File: src/rtl/mux_scan_serializer_pkg.sv
// Shared definitions for the mux scan serializer: widths, FSM encoding and
// the select-counter start/terminal positions as a function of bit order.
package mux_scan_serializer_pkg;

    localparam int DATA_W = 8;
    localparam int SEL_W  = 3;

    typedef enum logic [1:0] {
        IDLE = 2'd0,
        DATA = 2'd1,
        PAR  = 2'd2
    } ser_state_e;

    function automatic logic [SEL_W-1:0] sel_first(input bit lsb_first);
        return lsb_first ? 3'd0 : 3'd7;
    endfunction

    function automatic logic [SEL_W-1:0] sel_last(input bit lsb_first);
        return lsb_first ? 3'd7 : 3'd0;
    endfunction

endpackage

File: src/rtl/mux_scan_serializer_mux8to1.sv
// 8:1 bit-select mux used to pick the current serial bit out of the held word.
module mux8to1
    import mux_scan_serializer_pkg::*;
(
    input  logic [DATA_W-1:0] data_in,
    input  logic [SEL_W-1:0]  sel,
    output logic              data_out
);

    always_comb begin
        data_out = 1'b0;
        case (sel)
            3'd0: data_out = data_in[0];
            3'd1: data_out = data_in[1];
            3'd2: data_out = data_in[2];
            3'd3: data_out = data_in[3];
            3'd4: data_out = data_in[4];
            3'd5: data_out = data_in[5];
            3'd6: data_out = data_in[6];
            3'd7: data_out = data_in[7];
            default: data_out = 1'b0;
        endcase
    end

endmodule

File: src/rtl/mux_scan_serializer.sv
// Byte-in, bit-out serializer: holds an accepted word and walks an 8:1 mux
// across it, optionally appending an even-parity beat.
//
//   state | meaning
//   ------+-----------------------------------------------------------
//   IDLE  | no frame held; in_ready=1, waiting for a word
//   DATA  | presenting data_reg[sel]; sel steps on each accepted beat
//   PAR   | presenting the even-parity bit as the final beat
module mux_scan_serializer
    import mux_scan_serializer_pkg::*;
#(
    parameter bit LSB_FIRST = 1'b1,
    parameter bit PARITY_EN = 1'b0
) (
    input  logic              clk,
    input  logic              rst,
    input  logic [DATA_W-1:0] in_data,
    input  logic              in_valid,
    output logic              in_ready,
    output logic              ser_out,
    output logic              ser_valid,
    input  logic              ser_ready,
    output logic              ser_last,
    output logic [SEL_W-1:0]  sel
);

    localparam logic [SEL_W-1:0] SEL_FIRST = sel_first(LSB_FIRST);
    localparam logic [SEL_W-1:0] SEL_LAST  = sel_last(LSB_FIRST);

    ser_state_e        state;
    ser_state_e        state_nxt;
    logic [DATA_W-1:0] data_reg;
    logic              parity_reg;
    logic [SEL_W-1:0]  sel_q;
    logic [SEL_W-1:0]  sel_step;
    logic              mux_out;
    logic              at_last;
    logic              beat_fire;
    logic              load;

    mux8to1 u_mux (
        .data_in  (data_reg),
        .sel      (sel_q),
        .data_out (mux_out)
    );

    assign sel      = sel_q;
    assign sel_step = LSB_FIRST ? (sel_q + 3'd1) : (sel_q - 3'd1);
    // Frame end is a terminal select value, never a counter wrap.
    assign at_last  = (sel_q == SEL_LAST);

    always_comb begin
        state_nxt = state;
        ser_valid = 1'b0;
        ser_out   = 1'b0;
        ser_last  = 1'b0;
        case (state)
            IDLE: begin
                if (in_valid) begin
                    state_nxt = DATA;
                end
            end
            DATA: begin
                ser_valid = 1'b1;
                ser_out   = mux_out;
                ser_last  = !PARITY_EN && at_last;
                if (ser_ready && at_last) begin
                    if (PARITY_EN) begin
                        state_nxt = PAR;
                    end else begin
                        state_nxt = in_valid ? DATA : IDLE;
                    end
                end
            end
            PAR: begin
                ser_valid = 1'b1;
                ser_out   = parity_reg;
                ser_last  = 1'b1;
                if (ser_ready) begin
                    state_nxt = in_valid ? DATA : IDLE;
                end
            end
            default: begin
                state_nxt = IDLE;
            end
        endcase
    end

    // Accepting on the last beat lets back-to-back frames run without a bubble.
    assign beat_fire = ser_valid && ser_ready;
    assign in_ready  = (state == IDLE) || (beat_fire && ser_last);
    assign load      = in_valid && in_ready;

    always_ff @(posedge clk) begin
        if (rst) begin
            state      <= IDLE;
            data_reg   <= '0;
            parity_reg <= 1'b0;
            sel_q      <= SEL_FIRST;
        end else begin
            state <= state_nxt;
            if (load) begin
                data_reg   <= in_data;
                parity_reg <= ^in_data;
                sel_q      <= SEL_FIRST;
            end else if (beat_fire && (state == DATA) && !at_last) begin
                sel_q <= sel_step;
            end
        end
    end

endmodule

File: config.mk
export PLATFORM = sky130hd
export DESIGN_NAME = mux_scan_serializer
export DESIGN_NICKNAME = d
export VERILOG_FILES = /design/src/rtl/mux_scan_serializer_pkg.sv /design/src/rtl/mux_scan_serializer_mux8to1.sv /design/src/rtl/mux_scan_serializer.sv
export SDC_FILE = /design/constraint.sdc
export NUM_CORES = 1
export LEC_CHECK = 0
export CAP_MARGIN = 20
export CORE_UTILIZATION = 48
export DETAILED_ROUTE_END_ITERATION = 10
export GPL_TIMING_DRIVEN = 0
export PLACE_DENSITY = 0.81
export SKIP_LAST_GASP = 1
export SLEW_MARGIN = 10
export SYNTH_ARGS = -nofsm -noshare
export SYNTH_HDL_FRONTEND = slang
export SYNTH_HIERARCHICAL = 1
export SYNTH_SLANG_ARGS = --single-unit
File: constraint.sdc
create_clock -name clk -period 4.24 [get_ports clk]
set_clock_uncertainty 0.05 [all_clocks]
set_input_delay 0.636 -clock clk [delete_from_list [all_inputs] [get_ports clk]]
set_output_delay 0.636 -clock clk [all_outputs]
set_load 0.03 [all_outputs]
# [Word level (Yosys, flattened, before mapping)]
# Cells that the tools add are included.
[word_totals] reg_bits=14 inputBits=12 out_inout_bits=7 wordCells=40
[classes] addsub=1 eq_ne=12 muxes=9 reduce_logical=14
[ops] operator="$eq A3 B3 Y1 const B" n=4
[ops] operator="$pmux W1 S8" n=1
[ops] operator="$reduce_xor A8 Y1" n=1
[ops] operator="$eq A3 B2 Y1 const B" n=2
[ops] operator="$logic_and A1 B1 Y1" n=6
[ops] operator="$mux W2" n=3
[ops] operator="$ne A2 B2 Y1 const B" n=3
[ops] operator="$pmux W2 S3" n=1
[ops] operator="$pmux W1 S2" n=2
[ops] operator="$reduce_or A2 Y1" n=2
[ops] operator="$add A3 B1 Y3 const B" n=1
[ops] operator="$eq A3 B1 Y1 const B" n=1
[ops] operator="$logic_not A3 Y1" n=1
[ops] operator="$reduce_and A3 Y1" n=1
[ops] operator="$eq A2 B1 Y1 const B" n=1
[ops] operator="$eq A2 B2 Y1 const B" n=1
[ops] operator="$logic_not A2 Y1" n=1
[ops] operator="$mux W1" n=2
[ops] operator="$logic_not A1 Y1" n=1
[ops] operator="$logic_or A1 B1 Y1" n=1

# [Longest topological paths before layout]
[logic_depth] ltp_word=8 depth_mapped=6 ltp_nobuf=5

# [Hierarchy]
# Netlist, hierarchy kept.
[modules_own_cells] mod="mux_scan_serializer" instances=1 cells_each=55 area_each_um2=584.3 seq_area_each_um2=240.2
[modules_own_cells] mod="mux8to1" instances=1 cells_each=3 area_each_um2=63.8 seq_area_each_um2=0.0

# [Worst setup path before layout]
# No wires, ideal clock.
[synth_timing] path_type="register to output" from="reg sel_q[0] (netlist: sel[0])" to="out ser_out" t_arrival_ns=1.661 required_time_ns=3.554 slack_ns=1.893 stages_incl_launch_ff=4 path_buffers=0 cell_sequence="dfxtp_1 mux4_1 mux2_2 and2_2"
[synth_between] elab_chain_len=3 elab_cells_between_ends=10 classes_between="7 x eq/ne; 2 x mux; 1 x reduce/logical"
[synth_rtl] element="start: declaration" line_no="mux_scan_serializer.sv:34" rtl="logic [SEL_W-1:0] sel_q;"
[synth_rtl] element="start signal: assignment" line_no="mux_scan_serializer.sv:107" rtl="sel_q <= sel_step;"
[synth_rtl] element="$eq A3 B3 Y1 (tied with other cells)" line_no="mux_scan_serializer_mux8to1.sv:12" rtl="case (sel)"
[synth_rtl] element="$pmux W1 S8 (*)" line_no="mux_scan_serializer_mux8to1.sv:12"
[synth_rtl] element="net mux_out" line_no="mux_scan_serializer.sv:36" rtl="logic mux_out;"
[synth_rtl] element="$pmux W1 S2 (*)" line_no="mux_scan_serializer.sv:57" rtl="case (state)"
[synth_rtl] element="end: declaration" line_no="mux_scan_serializer.sv:20" rtl="output logic ser_out,"
# Mark *: on every way through the listed nets, which the timed path passes. The rest lies on a longest branch.

# [Worst setup path in the final report]
# Same ends and word-level chain as after synthesis.

==> summary.md <==
| Metric | Value |
|---|---|
| Status | `finished, final reports clean` |
| Critical path endpoint category | `output pin` |
| Compound-gate portion of the synthesized area | `0.02896` |
| Placer Congestion | `~0.65` |
| # fillers | `98` |
| Post-Synth Simple-Gate Area | `0.2606` |
| Area of the multi-input gates | `385.4 um^2` |
| Synthesis Warnings | `6` |
| Post-Syn Area | `648.1 um^2` |
| RSZ-0062 raised after global routing | `false` |
| Finished Cell Area | `around 860 um^2` |
| Router iterations before antenna repair | `3` |
| Crit-path cells | `mux4_1, mux2_2, and2_2, clkdlybuf4s50_1` |
| Die height | `38.75 um` |
| PwrDens | `approximately 270 mW/mm^2` |
| Synth-to-Final Area Change | `32.43%` |
| Initial DRC count | `7` |
| Total track usage | `0.1911` |
| Worst R2R End | `data_reg[6]` |
| Max FFs per register | `8` |
| Worst endpoint required time | `3.55 ns` |
| Final WL | `1052 um` |
| Setup tns final | `0 ns` |
| Synth Area in XOR/XNOR | `0.01351` |
| Core ar. | `around 0.0012 mm^2` |
| Worst vdd ir | `0.0001972 V` |
| Pins over their slew limit | `0` |
| Leakage power | `0.3567 nW` |
| Worst setup startpoint | `sel[0]` |
| FP Rows | `12` |
| Mapped Cells | `58` |
| CTS Buf Count | `3` |
| Adder-cell share of the synthesized area | `0.03861` |
| Reg2reg start | `sel[0]` |
| First-pass GRT wire length | `approximately 1800 um` |
| Wire per inst | `11.43 um` |
| Worst slew margin | `0.7278` |
| Min-delay worst type | `reg2reg` |
| Max FO, Critical Path | `5` |
| Worst R2R Path Depth | `6` |
| Vias in the first global route | `413` |
| GR Util met2 | `0.2917` |
| Worst-skew pair later-pin latency | `roughly 0.27 ns` |
| CTS tree | `done` |
| Largest family of logic cells by synthesized area | `simple AND/OR/NAND/NOR gates` |
| Setup bufs post-CTS | `0` |
| Post-synth cell types | `16` |
| Flops & latches, synth | `12` |
| Setup crit end | `ser_out` |
| DPL Wire Length | `between 800 and 900 um` |
| Sequential area share after synthesis | `0.3707` |
| I/O Buffers | `17` |
| IO Pins | `19` |
| Synthesized area per cell | `11.17 um^2` |
| H-tree depth | `1` |
| Critical path type | `reg2out` |
| Nets | `94` |
| Period Utilization, post-route | `0.7169` |
| Placement Cell Area | `835.8 um^2` |
| Largest net degree at the start of global routing | `11` |
| Global route overflow | `0` |
| Clock Path Buffers | `2` |
| Hold wc startpoint | `data_reg[1]` |
| Reg2Reg Setup Slack | `2.60 ns` |
| Final Setup Violations | `0` |
| Met3 global-route usage | `0.1040` |
| Via density | `slightly above 5` |
| Achievable Freq | `329.0 MHz` |
| Critical path's largest stage delay | `0.58 ns` |
| Root Buffer | `clkbuf_4` |
| Net count after synthesis | `72` |
| Worst-Margin Slew | `0.4083 ns` |
| Slowest CP cell | `mux4_1` |
| Routed via count | `471` |
| Clock transition at path regs | `0.07 ns` |
| CTS Hold Bufs | `0` |
| Starting density of the core | `0.5464` |
| Die width | `between 30 and 40 um` |
| GRT met1 Usage | `0.2086` |
| Max-Cap Viols | `0` |
| Post-synthesis mux area share | `0.2529` |
| Antenna Nets Post-Route | `0` |
| Worst setup SP type | `flip-flop` |
| Sequential Area | `240.2 um^2` |
| Hold Fails Final Rpt | `0` |
| Most Used Layer, Global Route | `met2` |
| Antenna Cells | `0` |
| Clk sinks | `12` |
| Layout cell share with drive strength beyond 1 | `0.1538` |
| Period minus WS final | `3.040 ns` |
| Die area | `0.001501 mm^2` |
| Arrival @ worst endpoint | `between 2 and 2.5 ns` |
| Initial antenna violation count | `0` |
| CTS resizes | `0` |
| Drc violations | `0` |
-- Yosys cell counts --
cell type,instances,area share
mux4_1,2,0.081
clkbuf_1,2,0.012
buf_6,1,0.017
nand3b_1,1,0.012
a21boi_4,1,0.029
ha_1,2,0.039
nor2b_2,1,0.014
inv_1,1,0.0058
nor3_2,3,0.046
mux2i_1,10,0.15
nand2b_1,16,0.15
mux2_2,1,0.017
dfxtp_1,12,0.37
nor2_1,2,0.012
xor2_1,1,0.014
and2_2,2,0.023
-- per-stage QoR --
stage | utilization | hold slack (ns) | power (mW) | std cells | worst slack [ns]
floorplan | - | 0.3939 | 0.1517 | 58 | 1.893
global placement | 0.7046 | 0.4081 | 0.1689 | 89 | 1.501
detailed placement | 0.7046 | 0.4112 | 0.1698 | 89 | 1.486
CTS | 0.7236 | 0.4232 | 0.2392 | 92 | 1.174
global route | 0.7236 | 0.4496 | 0.2505 | 92 | 1.128
finish | 0.7236 | 0.4207 | 0.2356 | 92 | 1.200
-- worst min path at each step --
stage | end | slack (ns) | cells after the start
after floorplan | data_reg[3] | 0.39 | 2
after detailed placement | data_reg[1] | 0.41 | 2
after global routing | data_reg[4] | 0.45 | 2
after global placement | data_reg[7] | 0.41 | 2
after CTS | data_reg[1] | 0.42 | 2
final | data_reg[1] | 0.42 | 2
-- layout by cell type, fill, tap and decap left out, types with 2 or more instances in the layout --
cell	instances
and2_2	2
clkbuf_1	2
clkbuf_4	3
clkdlybuf4s50_1	17
dfxtp_1	12
ha_1	2
mux2i_1	10
mux4_1	2
nand2b_1	16
nor2_1	2
nor3_2	3
-- cells by family after synthesis --
logic type,count (synthesis)
adder cells (fa/ha/maj),2
flip-flops,12
AND/OR/NAND/NOR,25
multiplexers,13
XOR/XNOR,1
buffers and inverters,4
AO/OA/AOI/OAI,1
-- cell type report --
type / instances / area share
multi-input combinational: 42 / 0.4490
sequential: 12 / 0.2799
timing repair buffer: 17 / 0.1983
clock buffer: 3 / 0.02624
buffer: 3 / 0.02187
tap: 14 / 0.02041
inverter: 1 / 0.004373
-- power breakdown --
group	switching (mW)	leakage (nW)	internal [mW]	total, mW
combinational	0.0181	0.244	0.0261	0.0442
clock	0.0360	0.0138	0.0329	0.0688
sequential	0.00392	0.0984	0.119	0.123
-- per-layer routing --
metal	share of wire	vias to the layer above
met3	0.058	2
met4	0.0076	0
met1	0.46	213
met5	0	-
met2	0.47	16
li1	-	240
-- worst max-delay path: cells and delay by family (launching register included) --
kind	cells	cell delay, ns
simple gates	1	0.18
buf+inv	1	0.58
mux	2	0.86
flops	1	0.46
(Power assumes the default switching activity.)
